$ cat src/rtl/button_event_ctrl_if.sv
// Event stream from the button controller to its consumer (debug control).
// Latency: none, wires only.
// Backpressure: consumer holds i_Evt_Ready low to keep the head event.
//
// Signals:
//   o_Evt_Valid  FIFO head holds an event
//   i_Evt_Ready  consumer accepts the head event this cycle
//   o_Evt_Id     button index of the head event
//   o_Evt_Long   1 = long press, 0 = short press
interface button_event_ctrl_if #(
    parameter int NUM_BTN = 4
);
    localparam int ID_W = $clog2(NUM_BTN);

    logic            o_Evt_Valid;
    logic            i_Evt_Ready;
    logic [ID_W-1:0] o_Evt_Id;
    logic            o_Evt_Long;

    modport master (
        output o_Evt_Valid,
        output o_Evt_Id,
        output o_Evt_Long,
        input  i_Evt_Ready
    );

    modport slave (
        input  o_Evt_Valid,
        input  o_Evt_Id,
        input  o_Evt_Long,
        output i_Evt_Ready
    );
endinterface

$ cat src/rtl/button_event_ctrl.sv
// Turns debounced button levels into queued short/long press events.
// Latency: short event valid 2 edges after release, long event 1 edge after the hold count hits.
// Backpressure: FIFO holds events while not ready; a full FIFO parks one event per button in its pending flag.
//
// Ports:
//   i_Clk, i_Rst_L  clock, asynchronous active-low reset
//   i_Btn           debounced levels, 1 = pressed, synchronous to i_Clk
//   evt             event stream (valid/ready, id, long)
//   o_Overflow      sticky, an event was dropped; i_Clear_Ovf clears it
module button_event_ctrl #(
    parameter int NUM_BTN           = 4,
    parameter int LONG_PRESS_CYCLES = 12500000,
    parameter int FIFO_DEPTH        = 4
) (
    input  logic                i_Clk,
    input  logic                i_Rst_L,
    input  logic [NUM_BTN-1:0]  i_Btn,
    button_event_ctrl_if.master evt,
    output logic                o_Overflow,
    input  logic                i_Clear_Ovf
);
    localparam int ID_W   = $clog2(NUM_BTN);
    localparam int CNT_W  = $clog2(LONG_PRESS_CYCLES + 1);
    localparam int PTR_W  = $clog2(FIFO_DEPTH);
    localparam int FCNT_W = PTR_W + 1;

    typedef enum logic [1:0] {IDLE, HELD, LONG_DONE} state_t;

    typedef struct packed {
        logic [ID_W-1:0] id;
        logic            is_long;
    } evt_t;

    logic [NUM_BTN-1:0] r_Btn_Prev;
    logic [NUM_BTN-1:0] w_Rise;
    state_t             r_State     [NUM_BTN];
    state_t             w_State_Nxt [NUM_BTN];
    logic [CNT_W-1:0]   r_Cnt       [NUM_BTN];
    logic [NUM_BTN-1:0] w_Raise;
    logic [NUM_BTN-1:0] w_Raise_Long;
    logic [NUM_BTN-1:0] r_Pend;
    logic [NUM_BTN-1:0] r_Pend_Long;

    logic               w_Grant_Vld;
    logic [ID_W-1:0]    w_Grant_Id;
    logic               w_Grant_Long;
    logic               w_Pop;
    logic               w_Full;
    logic               w_Wr;
    evt_t               w_Wr_Dat;

    evt_t               r_Mem [FIFO_DEPTH];
    logic [PTR_W-1:0]   r_Wr_Ptr;
    logic [PTR_W-1:0]   r_Rd_Ptr;
    logic [FCNT_W-1:0]  r_Count;
    evt_t               r_Last;
    evt_t               w_Head;

    assign w_Rise = i_Btn & ~r_Btn_Prev;

    always_ff @(posedge i_Clk or negedge i_Rst_L) begin
        if (!i_Rst_L) r_Btn_Prev <= '0;
        else          r_Btn_Prev <= i_Btn;
    end

    // ---------------- per-button press FSM ----------------
    always_ff @(posedge i_Clk or negedge i_Rst_L) begin
        if (!i_Rst_L) begin
            for (int i = 0; i < NUM_BTN; i++) r_State[i] <= IDLE;
        end else begin
            for (int i = 0; i < NUM_BTN; i++) r_State[i] <= w_State_Nxt[i];
        end
    end

    // In HELD the previous level is always 1, so a low level is the falling edge.
    // Release is tested before the count so a release on the threshold edge is short.
    always_comb begin
        for (int i = 0; i < NUM_BTN; i++) begin
            w_State_Nxt[i] = r_State[i];
            case (r_State[i])
                IDLE:      if (w_Rise[i]) w_State_Nxt[i] = HELD;
                HELD: begin
                    if (!i_Btn[i])
                        w_State_Nxt[i] = IDLE;
                    else if (r_Cnt[i] == CNT_W'(LONG_PRESS_CYCLES - 1))
                        w_State_Nxt[i] = LONG_DONE;
                end
                LONG_DONE: if (!i_Btn[i]) w_State_Nxt[i] = IDLE;
                default:   w_State_Nxt[i] = IDLE;
            endcase
        end
    end

    always_comb begin
        w_Raise      = '0;
        w_Raise_Long = '0;
        for (int i = 0; i < NUM_BTN; i++) begin
            if (r_State[i] == HELD) begin
                if (!i_Btn[i]) begin
                    w_Raise[i] = 1'b1;
                end else if (r_Cnt[i] == CNT_W'(LONG_PRESS_CYCLES - 1)) begin
                    w_Raise[i]      = 1'b1;
                    w_Raise_Long[i] = 1'b1;
                end
            end
        end
    end

    // Hold counter: starts at 1 on the press edge, saturates at the threshold.
    always_ff @(posedge i_Clk or negedge i_Rst_L) begin
        if (!i_Rst_L) begin
            for (int i = 0; i < NUM_BTN; i++) r_Cnt[i] <= '0;
        end else begin
            for (int i = 0; i < NUM_BTN; i++) begin
                case (r_State[i])
                    IDLE:      r_Cnt[i] <= w_Rise[i] ? CNT_W'(1) : '0;
                    HELD: begin
                        if (!i_Btn[i])
                            r_Cnt[i] <= '0;
                        else if (r_Cnt[i] != CNT_W'(LONG_PRESS_CYCLES))
                            r_Cnt[i] <= r_Cnt[i] + CNT_W'(1);
                    end
                    LONG_DONE: if (!i_Btn[i]) r_Cnt[i] <= '0;
                    default:   r_Cnt[i] <= '0;
                endcase
            end
        end
    end

    // ---------------- pending flags and arbiter ----------------
    always_comb begin
        w_Grant_Vld  = 1'b0;
        w_Grant_Id   = '0;
        w_Grant_Long = 1'b0;
        // Descending scan so the lowest pending index wins.
        for (int i = NUM_BTN - 1; i >= 0; i--) begin
            if (r_Pend[i]) begin
                w_Grant_Vld  = 1'b1;
                w_Grant_Id   = ID_W'(i);
                w_Grant_Long = r_Pend_Long[i];
            end
        end
    end

    assign w_Pop    = evt.o_Evt_Valid && evt.i_Evt_Ready;
    assign w_Full   = (r_Count == FCNT_W'(FIFO_DEPTH));
    assign w_Wr     = w_Grant_Vld && (!w_Full || w_Pop);
    assign w_Wr_Dat = '{id: w_Grant_Id, is_long: w_Grant_Long};

    // A new event against an already-set flag is dropped even if the flag
    // is being drained this same cycle.
    always_ff @(posedge i_Clk or negedge i_Rst_L) begin
        if (!i_Rst_L) begin
            r_Pend      <= '0;
            r_Pend_Long <= '0;
        end else begin
            for (int i = 0; i < NUM_BTN; i++) begin
                if (w_Raise[i] && !r_Pend[i]) begin
                    r_Pend[i]      <= 1'b1;
                    r_Pend_Long[i] <= w_Raise_Long[i];
                end else if (w_Wr && (w_Grant_Id == ID_W'(i))) begin
                    r_Pend[i] <= 1'b0;
                end
            end
        end
    end

    always_ff @(posedge i_Clk or negedge i_Rst_L) begin
        if (!i_Rst_L)                 o_Overflow <= 1'b0;
        else if (|(w_Raise & r_Pend)) o_Overflow <= 1'b1;
        else if (i_Clear_Ovf)         o_Overflow <= 1'b0;
    end

    // ---------------- show-ahead event FIFO ----------------
    always_ff @(posedge i_Clk) begin
        if (w_Wr) r_Mem[r_Wr_Ptr] <= w_Wr_Dat;
    end

    always_ff @(posedge i_Clk or negedge i_Rst_L) begin
        if (!i_Rst_L) begin
            r_Wr_Ptr <= '0;
            r_Rd_Ptr <= '0;
            r_Count  <= '0;
            r_Last   <= '0;
        end else begin
            if (w_Wr) begin
                r_Wr_Ptr <= r_Wr_Ptr + PTR_W'(1);
                r_Last   <= w_Wr_Dat;
            end
            if (w_Pop) r_Rd_Ptr <= r_Rd_Ptr + PTR_W'(1);
            case ({w_Wr, w_Pop})
                2'b10:   r_Count <= r_Count + FCNT_W'(1);
                2'b01:   r_Count <= r_Count - FCNT_W'(1);
                default: r_Count <= r_Count;
            endcase
        end
    end

    // While empty the outputs show the last written event (zero after reset).
    assign w_Head          = (r_Count != '0) ? r_Mem[r_Rd_Ptr] : r_Last;
    assign evt.o_Evt_Valid = (r_Count != '0);
    assign evt.o_Evt_Id    = w_Head.id;
    assign evt.o_Evt_Long  = w_Head.is_long;
endmodule

$ cat src/flat_wrapper.sv
// flat-port wrapper written by rule: the top's interface ports become plain ports
module button_event_ctrl_flat 
#(
    parameter int NUM_BTN           = 4,
    parameter int LONG_PRESS_CYCLES = 12500000,
    parameter int FIFO_DEPTH        = 4
)
  (i_Clk, i_Rst_L, i_Btn, o_Overflow, i_Clear_Ovf, evt_o_Evt_Valid, evt_o_Evt_Id, evt_o_Evt_Long, evt_i_Evt_Ready);
  button_event_ctrl_if #(.NUM_BTN(NUM_BTN)) evt_i ();
  input  logic i_Clk;
  input  logic i_Rst_L;
  input  logic [NUM_BTN-1:0] i_Btn;
  output logic o_Overflow;
  input  logic i_Clear_Ovf;
  output wire logic [$bits(evt_i.o_Evt_Valid)-1:0] evt_o_Evt_Valid;
  output wire logic [$bits(evt_i.o_Evt_Id)-1:0] evt_o_Evt_Id;
  output wire logic [$bits(evt_i.o_Evt_Long)-1:0] evt_o_Evt_Long;
  input wire logic [$bits(evt_i.i_Evt_Ready)-1:0] evt_i_Evt_Ready;
  assign evt_o_Evt_Valid = evt_i.o_Evt_Valid;
  assign evt_o_Evt_Id = evt_i.o_Evt_Id;
  assign evt_o_Evt_Long = evt_i.o_Evt_Long;
  assign evt_i.i_Evt_Ready = evt_i_Evt_Ready;
  button_event_ctrl #(.NUM_BTN(NUM_BTN), .LONG_PRESS_CYCLES(LONG_PRESS_CYCLES), .FIFO_DEPTH(FIFO_DEPTH)) u_core (.i_Clk(i_Clk), .i_Rst_L(i_Rst_L), .i_Btn(i_Btn), .evt(evt_i), .o_Overflow(o_Overflow), .i_Clear_Ovf(i_Clear_Ovf));
endmodule
$ cat config.mk
export PLATFORM = sky130hd
export DESIGN_NAME = button_event_ctrl_flat
export DESIGN_NICKNAME = d
export VERILOG_FILES = /design/src/rtl/button_event_ctrl_if.sv /design/src/rtl/button_event_ctrl.sv /design/src/flat_wrapper.sv
export SDC_FILE = /design/constraint.sdc
export NUM_CORES = 1
export LEC_CHECK = 0
export ABC_CLOCK_PERIOD_IN_PS = 2400
export BUFFER_PORTS_ARGS = -buffer_cell sky130_fd_sc_hd__buf_2
export CAP_MARGIN = 15
export CORE_ASPECT_RATIO = 0.8
export CORE_MARGIN = 2
export CORE_UTILIZATION = 38
export DETAILED_ROUTE_END_ITERATION = 6
export PLACE_DENSITY = 0.53
export SLEW_MARGIN = 20
export SYNTH_ARGS = -nofsm -noshare
export SYNTH_HDL_FRONTEND = slang
export SYNTH_SLANG_ARGS = --single-unit
$ cat constraint.sdc
create_clock -name i_Clk -period 2.4 [get_ports i_Clk]
set_input_delay 0.48 -clock i_Clk [delete_from_list [all_inputs] [get_ports i_Clk]]
set_output_delay 0.48 -clock i_Clk [all_outputs]
set_load 0.01 [all_outputs]
==> results.txt, run 1 <==
The flow ran to the end, and the final reports show no timing, DRC or antenna violations. For this run, the leading register cell type out of synthesis is sky130_fd_sc_hd__dfrtp_1. Setup repair after global routing left no endpoint under its margin. After the first detailed-routing iteration, the DRC count stood at 496. The run gives 0.1755 as the overall routing resource usage.

The initial antenna violation count was 1; the post-layout worst setup margin was 0.1146 ns. Summed over all nets, the switching power comes to 1.758 mW. sky130_fd_sc_hd__dfrtp_1 takes more of the synthesized area than any other cell.

Adding up every negative setup slack in the final design gives 0 ns. The die is 161.9 µm wide. The synthesized area divided by synthesized cell count was 9.429 µm². Clock skew on the completed layout was measured at 0.006049 ns. 13 I/O pins were placed. The total instance count after detailed placement is 1,081. The number of nets in the layout came out at 859. Once placement finished, the instance area stood at 8098 µm². The run gives 5,985 as the via count of the first global-routing pass. The final cell count without fillers is 1,115. The floorplan die height was 130.3 µm. The logs give 21,100 µm² for the full die area and 4.701 mW for the cell internal power dissipation.

The number of sinks driven by the clock tree is 139, and the total via count after detailed routing is 6,176. The worst-case reg-to-reg path depth works out to 8. The run gives 0 as the sum of overflow across all layers after global routing. STA classifies the critical path startpoint as a register.

Clock-pin slew was measured on the worst setup and hold paths at 0.06 ns. For the worst setup path, the data required time is 1.92 ns. The run gives 0 as the number of warnings printed during yosys synthesis. The count of buffers added on input and output ports is 12. Entering global routing, the biggest net connects 57 pins. Prior to clock tree synthesis, the placed netlist has a worst setup slack of 0.1291 ns. The minimum period implied by the final worst setup slack works out to 2.285 ns. After synthesis, the cell types taking the most area are sky130_fd_sc_hd__dfrtp_1 42%, sky130_fd_sc_hd__edfxtp_1 4.8%, sky130_fd_sc_hd__nand2_1 3.5%. The run gives 0 as the count of unresolved DRC violations after routing.

After filler insertion, the fill cell instance count of the layout stands at 1,910. Row generation in the floorplan step produced 46 rows. The average via count per standard cell is 5.539, and the sequential standard cell area is 3540 µm². In the layout the commonest cells are 126 x sky130_fd_sc_hd__dfrtp_1, 70 x sky130_fd_sc_hd__nand2_1, 67 x sky130_fd_sc_hd__nor2_1. The tools report the total wirelength of the detailed-routed design as 17,220 µm.

On the final layout, the worst hold slack is 0.2479 ns. The core region is 19,680 µm². The worst setup path is captured at an output pin. Share of async-settable or async-resettable flops after synthesis: 0.9137. The tools report the portion of total power attributed to combinational logic as 0.152. The cell count after synthesis came out at 804.

The logs give 0.3851 for the initial core utilization and 5 for the number of optimization iterations in the first detailed-route pass. Based on the critical path, the design can be clocked at up to 437.6 MHz. For the pin with the worst max-slew slack, the measured transition is 0.6591 ns.

The leakage power of the design is 3.373 nW. The max-slew violation total from the final report was 0; the count of distinct cell types in the synthesized netlist was 72. For the final hold violation count, the log shows 0.

Total number of H-tree levels: 4. The routed wire length per instance was 15.44 µm. The tools report the placer's final routability congestion estimate as 0.8389.

In this run the remaining antenna-violating nets after routing total 0. The share of Yosys cell area claimed by the top area cell type is 0.4192. Yosys mapped a number of flops with a built-in enable equal to 12. TritonCTS built the clock tree. The worst hold path belongs to the class in -> reg. The switching part of the total was 0.2722. Setup violations remaining at the end of the flow were counted as 0. Clock tree root driver cell: sky130_fd_sc_hd__clkbuf_16.

The power share of the clock group is 0.416, and the post-synthesis to final-layout area growth is 14.90%. No sink is reached through more buffers than the 2 on the longest clock path. The power density relative to cell area was 741.4 nW/µm²; the highest ir drop seen on vdd was 0.4699 mV. The worst slew margin relative to its limit was 0.5565. For the summed area of non-filler cells in the final layout, the log shows 8711 µm². The multi-input combinational cells in the finished layout cover a total of 3791 µm².

The final clock period utilization by the worst path is 0.9523, and the part of the total power dissipated in sequential elements is 0.432. After synthesis the netlist holds a flip-flop and latch count of 139. The tools report the placed wire-length estimate as 12,070 µm. The run gives 17 as the number of CTS-inserted buffers.

The critical path is of the reg -> out type. The max-capacitance violation count is 0, and the largest fanout of any net on the critical path is 5. The cell area after synthesis is 7581 µm².

At the later pin of the worst-skew pair, clock insertion delay measures 0.42 ns. The library cell used most frequently in the layout, excluding fill and tap cells, is sky130_fd_sc_hd__dfrtp_1. The first global-routing pass estimated 29,860 µm of wire. The arrival time at the worst endpoint came out at 1.81 ns.

The depth of the worst hold-timing path was 1. When the netlist entered floorplanning its net count stood at 826. The sequential cell area fraction in the yosys report is 0.4667, and the share of final-layout standard cells stronger than drive strength 1 is 0.1212.
==> final timing paths <==
path | startpoint | endpoint | slack (ns)
max in group asynchronous | i_Rst_L | u_core.r_Rd_Ptr[0] | 1.25
max reg2reg | u_core.r_Cnt[24] | u_core.r_Cnt[46] | 0.21
min reg2reg | u_core.r_Btn_Prev[2] | u_core.r_State[2] | 0.48
max | u_core.r_Rd_Ptr[0] | evt_o_Evt_Id[0] | 0.11
min | i_Btn[0] | u_core.r_Btn_Prev[0] | 0.25
min in group asynchronous | i_Rst_L | u_core.r_Cnt[62] | 0.52
==> critical path, stage by stage, from the launching register on <==
cell	delay [ns]
sky130_fd_sc_hd__dfrtp_2	0.43
sky130_fd_sc_hd__mux4_2	0.52
sky130_fd_sc_hd__mux2_2	0.29
sky130_fd_sc_hd__buf_2	0.14
==> registers in the layout (all words and copies together) (netlist names) <==
| name | count |
|---|---|
| u_core.o_Overflow | 1 |
| u_core.r_Pend_Long | 4 |
| u_core.r_Last | 3 |
| u_core.r_Count | 3 |
| u_core.r_Wr_Ptr | 2 |
| u_core.r_Rd_Ptr | 2 |
| u_core.r_State | 8 |
| u_core.r_Mem | 12 |
| u_core.r_Pend | 4 |
| u_core.r_Btn_Prev | 4 |
| u_core.r_Cnt | 96 |
==> stage by stage <==
stage               total power, mW    util
floorplan                     3.478       -
global placement              3.798  0.4114
detailed placement            3.830  0.4114
CTS                           6.540  0.4423
global route                  6.774  0.4424
finish                        6.458  0.4425
==> layout make-up <==
type                            count  area share
Timing Repair Buffer               41     0.03677
Multi-Input combinational cell    604      0.4352
Clock buffer                       17     0.04884
Clock inverter                     15     0.01997
Antenna cell                        1   0.0002873
Inverter                           34     0.01465
Tap cell                          264     0.03792
Sequential cell                   139      0.4063
==> what timing repair did <==
action / 4_1_cts / 5_1_grt
resized for setup: 0 / 1
hold endpoints to repair: 23 / 0
hold buffers: 1 / 0
endpoints found under the setup margin: 0 / 3
setup buffers: 0 / 0
==> synth_stat cells (4+ instances only) <==
| library cell | n |
|---|---|
| sky130_fd_sc_hd__dfrtp_1 | 127 |
| sky130_fd_sc_hd__nand2_1 | 70 |
| sky130_fd_sc_hd__nor2_1 | 67 |
| sky130_fd_sc_hd__o21ai_0 | 52 |
| sky130_fd_sc_hd__a21oi_1 | 46 |
| sky130_fd_sc_hd__inv_1 | 33 |
| sky130_fd_sc_hd__nand3_1 | 33 |
| sky130_fd_sc_hd__nand4_1 | 28 |
| sky130_fd_sc_hd__xnor2_1 | 26 |
| sky130_fd_sc_hd__or3_1 | 23 |
| sky130_fd_sc_hd__o31ai_1 | 20 |
| sky130_fd_sc_hd__clkbuf_1 | 18 |
| sky130_fd_sc_hd__nor4_1 | 18 |
| sky130_fd_sc_hd__nor3_1 | 17 |
| sky130_fd_sc_hd__and3_1 | 16 |
| sky130_fd_sc_hd__and2_1 | 13 |
| sky130_fd_sc_hd__ha_1 | 13 |
| sky130_fd_sc_hd__nor2b_1 | 13 |
| sky130_fd_sc_hd__a31oi_1 | 12 |
| sky130_fd_sc_hd__edfxtp_1 | 12 |
| sky130_fd_sc_hd__or4_1 | 12 |
| sky130_fd_sc_hd__nand2b_1 | 8 |
| sky130_fd_sc_hd__xor2_1 | 8 |
| sky130_fd_sc_hd__a21oi_2 | 7 |
| sky130_fd_sc_hd__buf_2 | 7 |
| sky130_fd_sc_hd__o21ai_1 | 7 |
| sky130_fd_sc_hd__a22o_1 | 6 |
| sky130_fd_sc_hd__and4_1 | 6 |
| sky130_fd_sc_hd__nand3b_1 | 5 |
| sky130_fd_sc_hd__nor3b_1 | 5 |
| sky130_fd_sc_hd__nor4_2 | 5 |
| sky130_fd_sc_hd__a2bb2oi_1 | 4 |
| sky130_fd_sc_hd__mux2_2 | 4 |
| sky130_fd_sc_hd__nor4b_1 | 4 |
==> metal layers <==
layer,share of wire,GRT usage,wire length [µm],up-vias
met2,0.43,0.2606,7485,101
met5,0,0,0,-
met3,0.040,0.03655,686,12
met1,0.51,0.2589,8866,3031
met4,0.011,0.05102,182,0
li1,-,-,-,3032
==> kinds of logic (layout without fill, tap and decap cells) <==
family / count (synthesis) / in the layout / synth area share
other: 0 / 1 / 0
and+or+nand+nor: 364 / 364 / 0.2685
muxes: 8 / 8 / 0.01617
DFF: 139 / 139 / 0.4667
adders and majority gates: 14 / 14 / 0.02410
AOI/OAI and AO/OA: 184 / 184 / 0.1513
buffers and inverters: 61 / 107 / 0.03383
xor gates and xnor gates: 34 / 34 / 0.03928
==> power by group through the flow <==
stage | Combinational [mW] | Sequential [mW] | Clock, mW
CTS | 1.00 | 2.79 | 2.74
detailed placement | 0.994 | 2.84 | 0
floorplan | 0.709 | 2.77 | 0
finish | 0.982 | 2.79 | 2.69
global route | 1.11 | 2.82 | 2.84
global placement | 0.972 | 2.83 | 0
No activity file was read; power rests on OpenSTA's default activity.
==> run 2, diff against run 1 <==
Settings changed: ABC_AREA set to 1, BUFFER_PORTS_ARGS -buffer_cell sky130_fd_sc_hd__buf_2 to not set, CTS_BUF_LIST set to sky130_fd_sc_hd__clkbuf_4, DONT_BUFFER_PORTS set to 1, PLACE_DENSITY 0.53 to 0.52.
==> run 2 against run 1 <==
Against the previous run:
- the flow now finishes with violations (hold timing)
- sequential share of layout area down 4.0 points
- final cell count up 47%
- critical path depth up 2
- first-iteration DRC count up 27%
- non-clock buffer count down 21
- utilization down 2.8 points
- clock power down 32%
- synthesized area up 18%
- synthesized cell count up 62%
- sequential cell count unchanged
- final area up 11%
- sequential power up 1%
- critical path type unchanged
==> results.txt, run 2 <==
The flow ran to the end, but the final reports show violations. The final reports fail on hold timing. Cell area after synthesis: 8960 µm² (was 7581 µm²).

The total via count after detailed routing was 8,170 (was 6,176); the area fraction in compound gates after synthesis was 0.08323 (was 0.1513). The run gives 0 (unchanged) as the count of endpoints failing setup in the final report. Maximum cell stage delay along the critical path: 0.48 ns (was 0.52 ns). The tools report the sum of internal, switching and leakage power as 5.752 mW (was 6.458 mW).

The largest register by flop count is u_core.r_Cnt (unchanged). The area occupied by multi-input gates is 4671 µm² (was 3791 µm²), and the maximum number of pins on one net before global-route repair is 128 (was 57). The startpoint kind of the worst setup timing path was a register (unchanged). The sequential standard cell area is 3540 µm² (unchanged).

The logs give 0 (unchanged) for the number of antenna-violating nets in the routed design and 1,321 (was 826) for the post-synthesis net count. Number of flops mapped to enable cells by yosys: 12 (unchanged). For the max-slew violation total from the final report, the log shows 0 (unchanged). The run gives 0.3850 (was 0.3851) as the initial core utilization. The final hold violation count is 127 (was 0).

The transition time at the pin with the least slew margin was 0.5522 ns (was 0.6591 ns); the post-synthesis to final-layout area growth was 7.778% (was 14.90%). TritonCTS built the clock tree. The number of flip-flops under the largest register name came out at 96 (unchanged). The number of buffers added for setup after CTS came out at 0 (unchanged). Most used cells in the layout excluding fill and tap cells: 400 x sky130_fd_sc_hd__nand2_1, 201 x sky130_fd_sc_hd__nor2_1, 136 x sky130_fd_sc_hd__inv_1 (was 126 x sky130_fd_sc_hd__dfrtp_1, 70 x sky130_fd_sc_hd__nand2_1, 67 x sky130_fd_sc_hd__nor2_1). The utilization of the core after routing was 0.4149 (was 0.4425); the floorplan die height was 141.3 µm (was 130.3 µm). The tools report the sum of overflow across all layers after global routing as 0 (unchanged). Worst-case setup slack after placement: 0.3134 ns (was 0.1291 ns). The tools report the capture point of the critical path as evt_o_Evt_Long (was evt_o_Evt_Id[0]).

Setup repair after global routing left no endpoint under its margin. The synthesized area divided by synthesized cell count was 6.897 µm² (was 9.429 µm²). Share of async-settable or async-resettable flops after synthesis: 0.9137 (unchanged).

The combinational family with the most area after synthesis is simple AND/OR/NAND/NOR gates (unchanged). The average via count per standard cell is 4.997 (was 5.539), and the post-layout worst setup margin is 0.2046 ns (was 0.1146 ns). For the number of filler instances in the final layout, the log shows 2,504 (was 1,910). The critical path's slowest cell is sky130_fd_sc_hd__dfrtp_2 (was sky130_fd_sc_hd__mux4_2). Critical setup path kind: reg -> out (unchanged). Largest cells by area after synthesis: sky130_fd_sc_hd__dfrtp_1 35%, sky130_fd_sc_hd__nand2_1 17%, sky130_fd_sc_hd__nor2_1 8.4% (was sky130_fd_sc_hd__dfrtp_1 42%, sky130_fd_sc_hd__edfxtp_1 4.8%, sky130_fd_sc_hd__nand2_1 3.5%). Overall routing resource usage: 0.1970 (was 0.1755). The first-pass GRT wire length is 39,700 µm (was 29,860 µm), and the total number of H-tree levels is 4 (unchanged). Maximum count of clock buffers along a single path: 2 (unchanged). Number of nets in the layout: 1,330 (was 859). The post-synthesis adder-cell area fraction came out at 0.02039 (was 0.02410).

The cell class contributing the biggest share of worst-path delay is flip-flops (was multiplexers). Max-capacitance violation count: 0 (unchanged). The tools report the startpoint of the most critical setup path as u_core.r_Rd_Ptr[0] (unchanged). The tools report the kind of capture point of the worst setup path as an output pin (unchanged).

Post-synthesis share of cell area spent on and, or, nand and nor gates: 0.3903 (was 0.2685). The routed wire length per instance was 14.15 µm (was 15.44 µm); the number of hold buffers added after CTS was 5 (was 1). The mux contribution to synthesized area was 0 (was 0.01617). The logic depth of the worst setup path including buffers was 5 (was 3); the final clock period utilization by the worst path was 0.9148 (was 0.9523).

The run gives 0.3874 mV (was 0.4699 mV) as the highest ir drop seen on vdd. The share of final-layout standard cells stronger than drive strength 1 is 0.07646 (was 0.1212), and the critical path required time is 1.92 ns (about the same). Cell-by-cell trace of the critical path: inv_2, nor2_1, o32ai_1, nand2_1, o21ai_1 (was mux4_2, mux2_2, buf_2).

Number of DRC markers after the initial detailed-route iteration: 629 (was 496). The predominant post-synthesis flop cell was sky130_fd_sc_hd__dfrtp_1 (unchanged). Gate count of the mapped netlist: 1,299 (was 804).

Synth cell count leaders: 400 x sky130_fd_sc_hd__nand2_1, 201 x sky130_fd_sc_hd__nor2_1, 137 x sky130_fd_sc_hd__inv_1 (was 127 x sky130_fd_sc_hd__dfrtp_1, 70 x sky130_fd_sc_hd__nand2_1, 67 x sky130_fd_sc_hd__nor2_1). The total wirelength of the detailed-routed design is 23,140 µm (was 17,220 µm), and the clock slew at the register clock pins of the worst setup and hold paths is 0.14 ns (was 0.06 ns). The tools report the maximum clock rate as 455.5 MHz (was 437.6 MHz). The share of Yosys cell area claimed by the top area cell type is 0.3547 (was 0.4192), and the count of unresolved DRC violations after routing is 0 (unchanged). The tools report the full die area as 24,830 µm² (was 21,100 µm²).

Minimum period implied by the final worst setup slack: 2.195 ns (was 2.285 ns). Number of sinks driven by the clock tree: 139 (unchanged). Most common cell after layout, fill and taps aside: sky130_fd_sc_hd__nand2_1 (was sky130_fd_sc_hd__dfrtp_1).

Clock tree root driver cell: sky130_fd_sc_hd__clkbuf_4 (was sky130_fd_sc_hd__clkbuf_16). The number of warnings printed during yosys synthesis was 0 (unchanged). The XOR/XNOR share of the synthesized area was 0.02737 (was 0.03928). The dominant cell by count in the synthesized netlist was sky130_fd_sc_hd__nand2_1 (was sky130_fd_sc_hd__dfrtp_1).

The count of distinct cell types in the synthesized netlist is 40 (was 72). The tools report the capturing point of the worst reg2reg path as u_core.r_Cnt[55] (was u_core.r_Cnt[46]). The via count of the first global-routing pass was 7,766 (was 5,985). The sequential cell area fraction in the yosys report was 0.3949 (was 0.4667); the worst-case reg-to-reg path depth was 9 (was 8).

For the arrival time at the worst endpoint, the log shows 1.72 ns (was 1.81 ns). Top Registers: u_core.r_Cnt (96), u_core.r_Mem (12), u_core.r_State (8) (unchanged). The placed wire-length estimate was 16,380 µm (was 12,070 µm). The run gives 0.6310 (was 0.5565) as the worst slew margin relative to its limit. The class of the worst hold path is in -> async (was in -> reg).

The largest fanout of any net on the critical path works out to 8 (was 5). The library cell occupying the most area in the post-synthesis netlist was sky130_fd_sc_hd__dfrtp_1 (unchanged). The placer's final routability congestion estimate is 0.8286 (was 0.8389), and the final-layout worst hold slack is -0.4171 ns (was 0.2479 ns). The tools report the total negative slack as 0 ns (unchanged).

The initial antenna violation count is 1 (unchanged), and the number of buffers inserted by port buffering is 0 (was 12). For the number of optimization iterations in the first detailed-route pass, the log shows 5 (unchanged). Startpoint of the lowest-slack register-to-register path: u_core.r_Cnt[48] (was u_core.r_Cnt[24]). The die extent in x was 175.7 µm (was 161.9 µm); the leakage power of the design was 4.133 nW (was 3.373 nW). The setup clock skew after layout came out at 0.02210 ns (was 0.006049 ns). For the I/O pin total, the log shows 13 (unchanged). For the source-to-sink clock delay at the later pin of the worst-skew pair, the log shows 0.57 ns (was 0.42 ns). The number of register bits inferred by synthesis is 139 (unchanged), and the total number of placement rows is 50 (was 46).

The floorplan core area is 23,270 µm² (was 19,680 µm²), and the power density relative to cell area is 595.7 nW/µm² (was 741.4 nW/µm²). Count of buffering cells on the critical path with inverters included: 1 (unchanged). For the number of CTS-inserted buffers, the log shows 17 (unchanged). The run gives 0.31 ns (was 0.21 ns) as the setup slack of the most critical reg-to-reg path.
==> run 2: kinds of logic (layout without fill, tap and decap cells) <==
family | Yosys count | after routing
AOI/OAI and AO/OA | 122 | 122
xor gates and xnor gates | 28 | 28
adders and majority gates | 14 | 14
buffers and inverters | 175 | 197
DFF | 139 | 139
other | 0 | 2
and+or+nand+nor | 821 | 821
==> run 2: how the worst min path moves through the flow <==
stage,depth (start not counted),end,from
final,0,u_core.r_Cnt[44],i_Rst_L
after global routing,0,u_core.r_Cnt[38],i_Rst_L
after CTS,0,u_core.r_Cnt[38],i_Rst_L
after detailed placement,0,u_core.r_Cnt[44],i_Rst_L
after global placement,0,u_core.r_Cnt[45],i_Rst_L
after floorplan,0,u_core.o_Overflow,i_Rst_L
==> run 2: layer usage <==
layer  GRT usage  vias to the layer above  wire [µm]
met2      0.2973                      168       9889
met1      0.2933                     3768      12130
li1            -                     4216          -
met5           0                        -          0
met4     0.05133                        0        262
met3     0.03162                       18        864
==> run 2: through the flow <==
stage          hold WS, ns  std cells  cell area, µm²
6_report           -0.4171       1635            9657
5_1_grt            -0.4937       1635            9657
4_1_cts            -0.4867       1633            9651
3_5_place_dp        0.1883       1596            9261
3_3_place_gp        0.1881       1596            9261
2_1_floorplan       0.1844       1299            8960
==> run 2: report_power, final <==
group,internal [mW],switching (mW)
sequential,2.67,0.163
clock,0.850,0.991
combinational,0.356,0.728
total,3.87,1.88
==> run 2: final cells by class <==
class                           count  share of cell area
Inverter                          145             0.05688
Antenna cell                        2           0.0005183
Multi-Input combinational cell    985              0.4837
Timing Repair Buffer               20             0.01684
Sequential cell                   139              0.3665
Clock buffer                       17             0.01322
Tap cell                          312             0.04042
Clock inverter                     15             0.02190
==> run 2: worst register-to-register path: cells and delay by family, from the launching register on <==
kind / cells / cell delay [ns]
adders and majority gates: 1 / 0.21
AOI/OAI and AO/OA: 1 / 0.06
and+or+nand+nor: 5 / 0.83
buffers and inverters: 2 / 0.43
DFF: 1 / 0.47
==> run 2: what timing repair did <==
action	4_1_cts	5_1_grt
gates resized for setup	0	3
endpoints found under the hold margin	133	127
endpoints found under the setup margin	0	3
==> run 3, diff against run 2 <==
Settings changed: ABC_CLOCK_PERIOD_IN_PS 2400 to 2100, PLACE_DENSITY 0.52 to 0.5, SLEW_MARGIN 20 to not set.
Clock period 2.4 ns to 2.1 ns, I/O delays scaled along.
==> run 3 against run 2 <==
Against the previous run:
- the flow finishes with violations (hold timing, setup timing)
- setup slack got worse by 0.24 ns
- clock skew barely moved
- first-iteration DRC count rose by 4.9%
- critical path type unchanged
- critical endpoint is now evt_o_Evt_Id[0]
- largest cell class unchanged
==> results.txt, run 3 (synthesis results as in run 2) <==
The critical path's slowest cell is sky130_fd_sc_hd__dfrtp_1 (was sky130_fd_sc_hd__dfrtp_2). For the power share of the clock group, the log shows 0.258 (was 0.320). The class of the worst hold path is in -> async (unchanged). The run gives 7,650 (was 7,766) as the via count of the first global-routing pass. The maximum cell stage delay along the critical path came out at 0.43 ns (was 0.48 ns). The tools report the number of optimization iterations in the first detailed-route pass as 5 (unchanged).

The number of sinks driven by the clock tree came out at 139 (unchanged). The I/O pin total was 13 (unchanged). The tools report the startpoint kind of the worst setup timing path as a register (unchanged). The routed wire length per instance is 14.87 µm (was 14.15 µm), and the total wirelength of the detailed-routed design is 24,790 µm (was 23,140 µm). The run gives 4.189 mW (was 3.871 mW) as the cell internal power dissipation.

The tools report the kind of capture point of the worst setup path as an output pin (unchanged). Die extent in x: 175.7 µm (unchanged). The flow ran to the end, but the final reports show violations.

For the part of the total power dissipated in sequential elements, the log shows 0.500 (was 0.492). The tools report the count of unresolved DRC violations after routing as 0 (unchanged). The utilization of the core after routing was 0.4242 (was 0.4149).

The tools report the overall routing resource usage as 0.2066 (was 0.1970). Power density relative to cell area: 654.6 nW/µm² (was 595.7 nW/µm²). Top Registers: u_core.r_Cnt (96), u_core.r_Mem (12), u_core.r_State (8) (unchanged).

Net switching power figure: 2.275 mW (was 1.882 mW). The highest ir drop seen on vdd was 0.3129 mV (was 0.3874 mV); the total number of placement rows was 50 (unchanged). The cell class contributing the biggest share of worst-path delay was flip-flops (unchanged). The switching part of the total came out at 0.3519 (was 0.3271). For the setup clock skew after layout, the log shows 0.02167 ns (was 0.02210 ns).

The first-pass GRT wire length was 40,940 µm (was 39,700 µm). The startpoint of the lowest-slack register-to-register path is u_core.r_Count[1] (was u_core.r_Cnt[48]). The final clock period utilization by the worst path is 1.016, and the number of buffers inserted by port buffering is 0 (unchanged). The tools report the number of nets in the layout as 1,363 (was 1,330). The tools report the clock tree root driver cell as sky130_fd_sc_hd__clkbuf_4 (unchanged).

The run gives 468.8 MHz as the maximum clock rate. The number of antenna-violating nets in the routed design is 0 (unchanged). Startpoint of the most critical setup path: u_core.r_Rd_Ptr[0] (unchanged). The critical path required time is 1.68 ns (was 1.92 ns). TritonCTS built the clock tree.

Average via count per standard cell: 5.039 (was 4.997). The sum of internal, switching and leakage power is 6.463 mW (was 5.752 mW), and the maximum count of clock buffers along a single path is 2 (unchanged). The logs give 0.13 ns (was 0.31 ns) for the setup slack of the most critical reg-to-reg path and 0 (unchanged) for the max-capacitance violation count. The most common cell after layout, fill and taps aside is sky130_fd_sc_hd__nand2_1 (unchanged). The count of buffering cells on the critical path with inverters included was 1 (unchanged).

Cell-by-cell trace of the critical path: inv_2, nor2_2, o32ai_2, nand2_1, o21ai_2 (was inv_2, nor2_1, o32ai_1, nand2_1, o21ai_1). The full die area is 24,830 µm² (unchanged). The largest register by flop count is u_core.r_Cnt (unchanged).

The logs give 0.242 (was 0.188) for the portion of total power attributed to combinational logic and 127 (unchanged) for the final hold violation count. The run gives 0 (unchanged) as the sum of overflow across all layers after global routing. Leakage power of the design: 4.262 nW (was 4.133 nW). Arrival time at the worst endpoint: 1.71 ns (was 1.72 ns). The number of CTS-inserted buffers came out at 17 (unchanged). The post-layout worst setup margin was -0.03298 ns (was 0.2046 ns). The initial core utilization is 0.3850 (unchanged).

Setup repair after global routing could not meet its margin everywhere. The maximum number of pins on one net before global-route repair was 128 (unchanged); the largest fanout of any net on the critical path was 7 (was 8). The transition time at the pin with the least slew margin is 0.8185 ns (was 0.5522 ns), and the clock slew at the register clock pins of the worst setup and hold paths is 0.14 ns (about the same).

The number of hold buffers added after CTS was 6 (was 5). Placed wire-length estimate: 17,200 µm (was 16,380 µm). The floorplan core area was 23,270 µm² (unchanged). The capturing point of the worst reg2reg path is u_core.r_Count[2] (was u_core.r_Cnt[55]). The run gives 0.9057 (was 0.8286) as the placer's final routability congestion estimate.

Violations in the final reports: hold timing, setup timing (was hold timing). The total number of H-tree levels came out at 4 (unchanged). Initial antenna violation count: 1 (unchanged). Most used cells in the layout excluding fill and tap cells: 398 x sky130_fd_sc_hd__nand2_1, 198 x sky130_fd_sc_hd__nor2_1, 135 x sky130_fd_sc_hd__inv_1 (was 400 x sky130_fd_sc_hd__nand2_1, 201 x sky130_fd_sc_hd__nor2_1, 136 x sky130_fd_sc_hd__inv_1).

The count of endpoints failing setup in the final report is 2 (was 0), and the number of DRC markers after the initial detailed-route iteration is 660 (was 629). Final-layout worst hold slack: -0.4882 ns (was -0.4171 ns). For the total via count after detailed routing, the log shows 8,400 (was 8,170). The number of flip-flops under the largest register name was 96 (unchanged); the floorplan die height was 141.3 µm (unchanged). The minimum period implied by the final worst setup slack came out at 2.133 ns.

The share of final-layout standard cells stronger than drive strength 1 is 0.1071 (was 0.07646). The worst slew margin relative to its limit came out at 0.4525 (was 0.6310). The worst-case reg-to-reg path depth was 11 (was 9).

The critical setup path kind was reg -> out (unchanged). For the source-to-sink clock delay at the later pin of the worst-skew pair, the log shows 0.58 ns (was 0.57 ns). The post-synthesis to final-layout area growth came out at 10.19% (was 7.778%). For the max-slew violation total from the final report, the log shows 0 (unchanged).
## run 3: cell types whose count changed in the layout (fill, tap and decap cells not counted), moves of 4 or more
| cell | change |
|---|---|
| sky130_fd_sc_hd__buf_4 | +30 |
| sky130_fd_sc_hd__clkinv_2 | +4 |
| sky130_fd_sc_hd__inv_6 | -4 |
| sky130_fd_sc_hd__o21ai_0 | -4 |
## run 3: cell type report
class / instances / area, µm²
Antenna cell: 1 / 2.502
Clock buffer: 18 / 135.1
Clock inverter: 14 / 106.4
Fill cell: 2526 / 13400
Inverter: 145 / 549.3
Multi-Input combinational cell: 986 / 4740
Sequential cell: 139 / 3541
Tap cell: 312 / 390.4
Timing Repair Buffer: 52 / 409.1
## run 3: power groups by stage
stage	Clock, mW	Sequential (mW)	Combinational [mW]
after floorplan	0	3.23	0.959
after global placement	0	3.26	1.38
after detailed placement	0	3.26	1.37
after CTS	1.75	3.22	1.51
after global routing	1.84	3.26	1.76
final	1.67	3.23	1.56
## run 3: metrics by stage
step	instances	hold slack [ns]	cell area, µm²	worst slack, ns	TNS (ns)
detailed placement	1621	0.1296	9452	-0.1614	-1.752
global route	1667	-0.5312	9873	-0.1175	-0.3601
global placement	1621	0.1289	9452	-0.1585	-1.746
finish	1667	-0.4882	9873	-0.03298	-0.05453
floorplan	1299	0.1244	8962	0.01783	0
CTS	1659	-0.5334	9796	-0.03234	-0.06389
## run 3: how the worst max path moves through the flow
stage                         to  slack, ns  cells after the start
2_1_floorplan  u_core.r_Count[2]       0.02                     11
3_3_place_gp    u_core.r_Cnt[26]      -0.16                      9
3_5_place_dp    u_core.r_Cnt[24]      -0.16                      9
4_1_cts           evt_o_Evt_Long      -0.03                      5
5_1_grt           evt_o_Evt_Long      -0.12                      5
6_report         evt_o_Evt_Id[0]      -0.03                      5
## run 3: what timing repair did
action                                 in CTS  in global routing
endpoints found under the hold margin     189                127
pin swaps                                   0                  5
setup buffers                               0                  6
cloned                                      0                  1
setup endpoints to repair                  16                 43
gates resized for setup                    12                 12
## run 3: metal layers
layer / up-vias / wire, µm / track usage
li1: 4289 / - / -
met1: 3921 / 13530 / 0.3323
met2: 176 / 9919 / 0.2864
met3: 14 / 1107 / 0.02921
met4: 0 / 242 / 0.05002
met5: - / 0 / 0
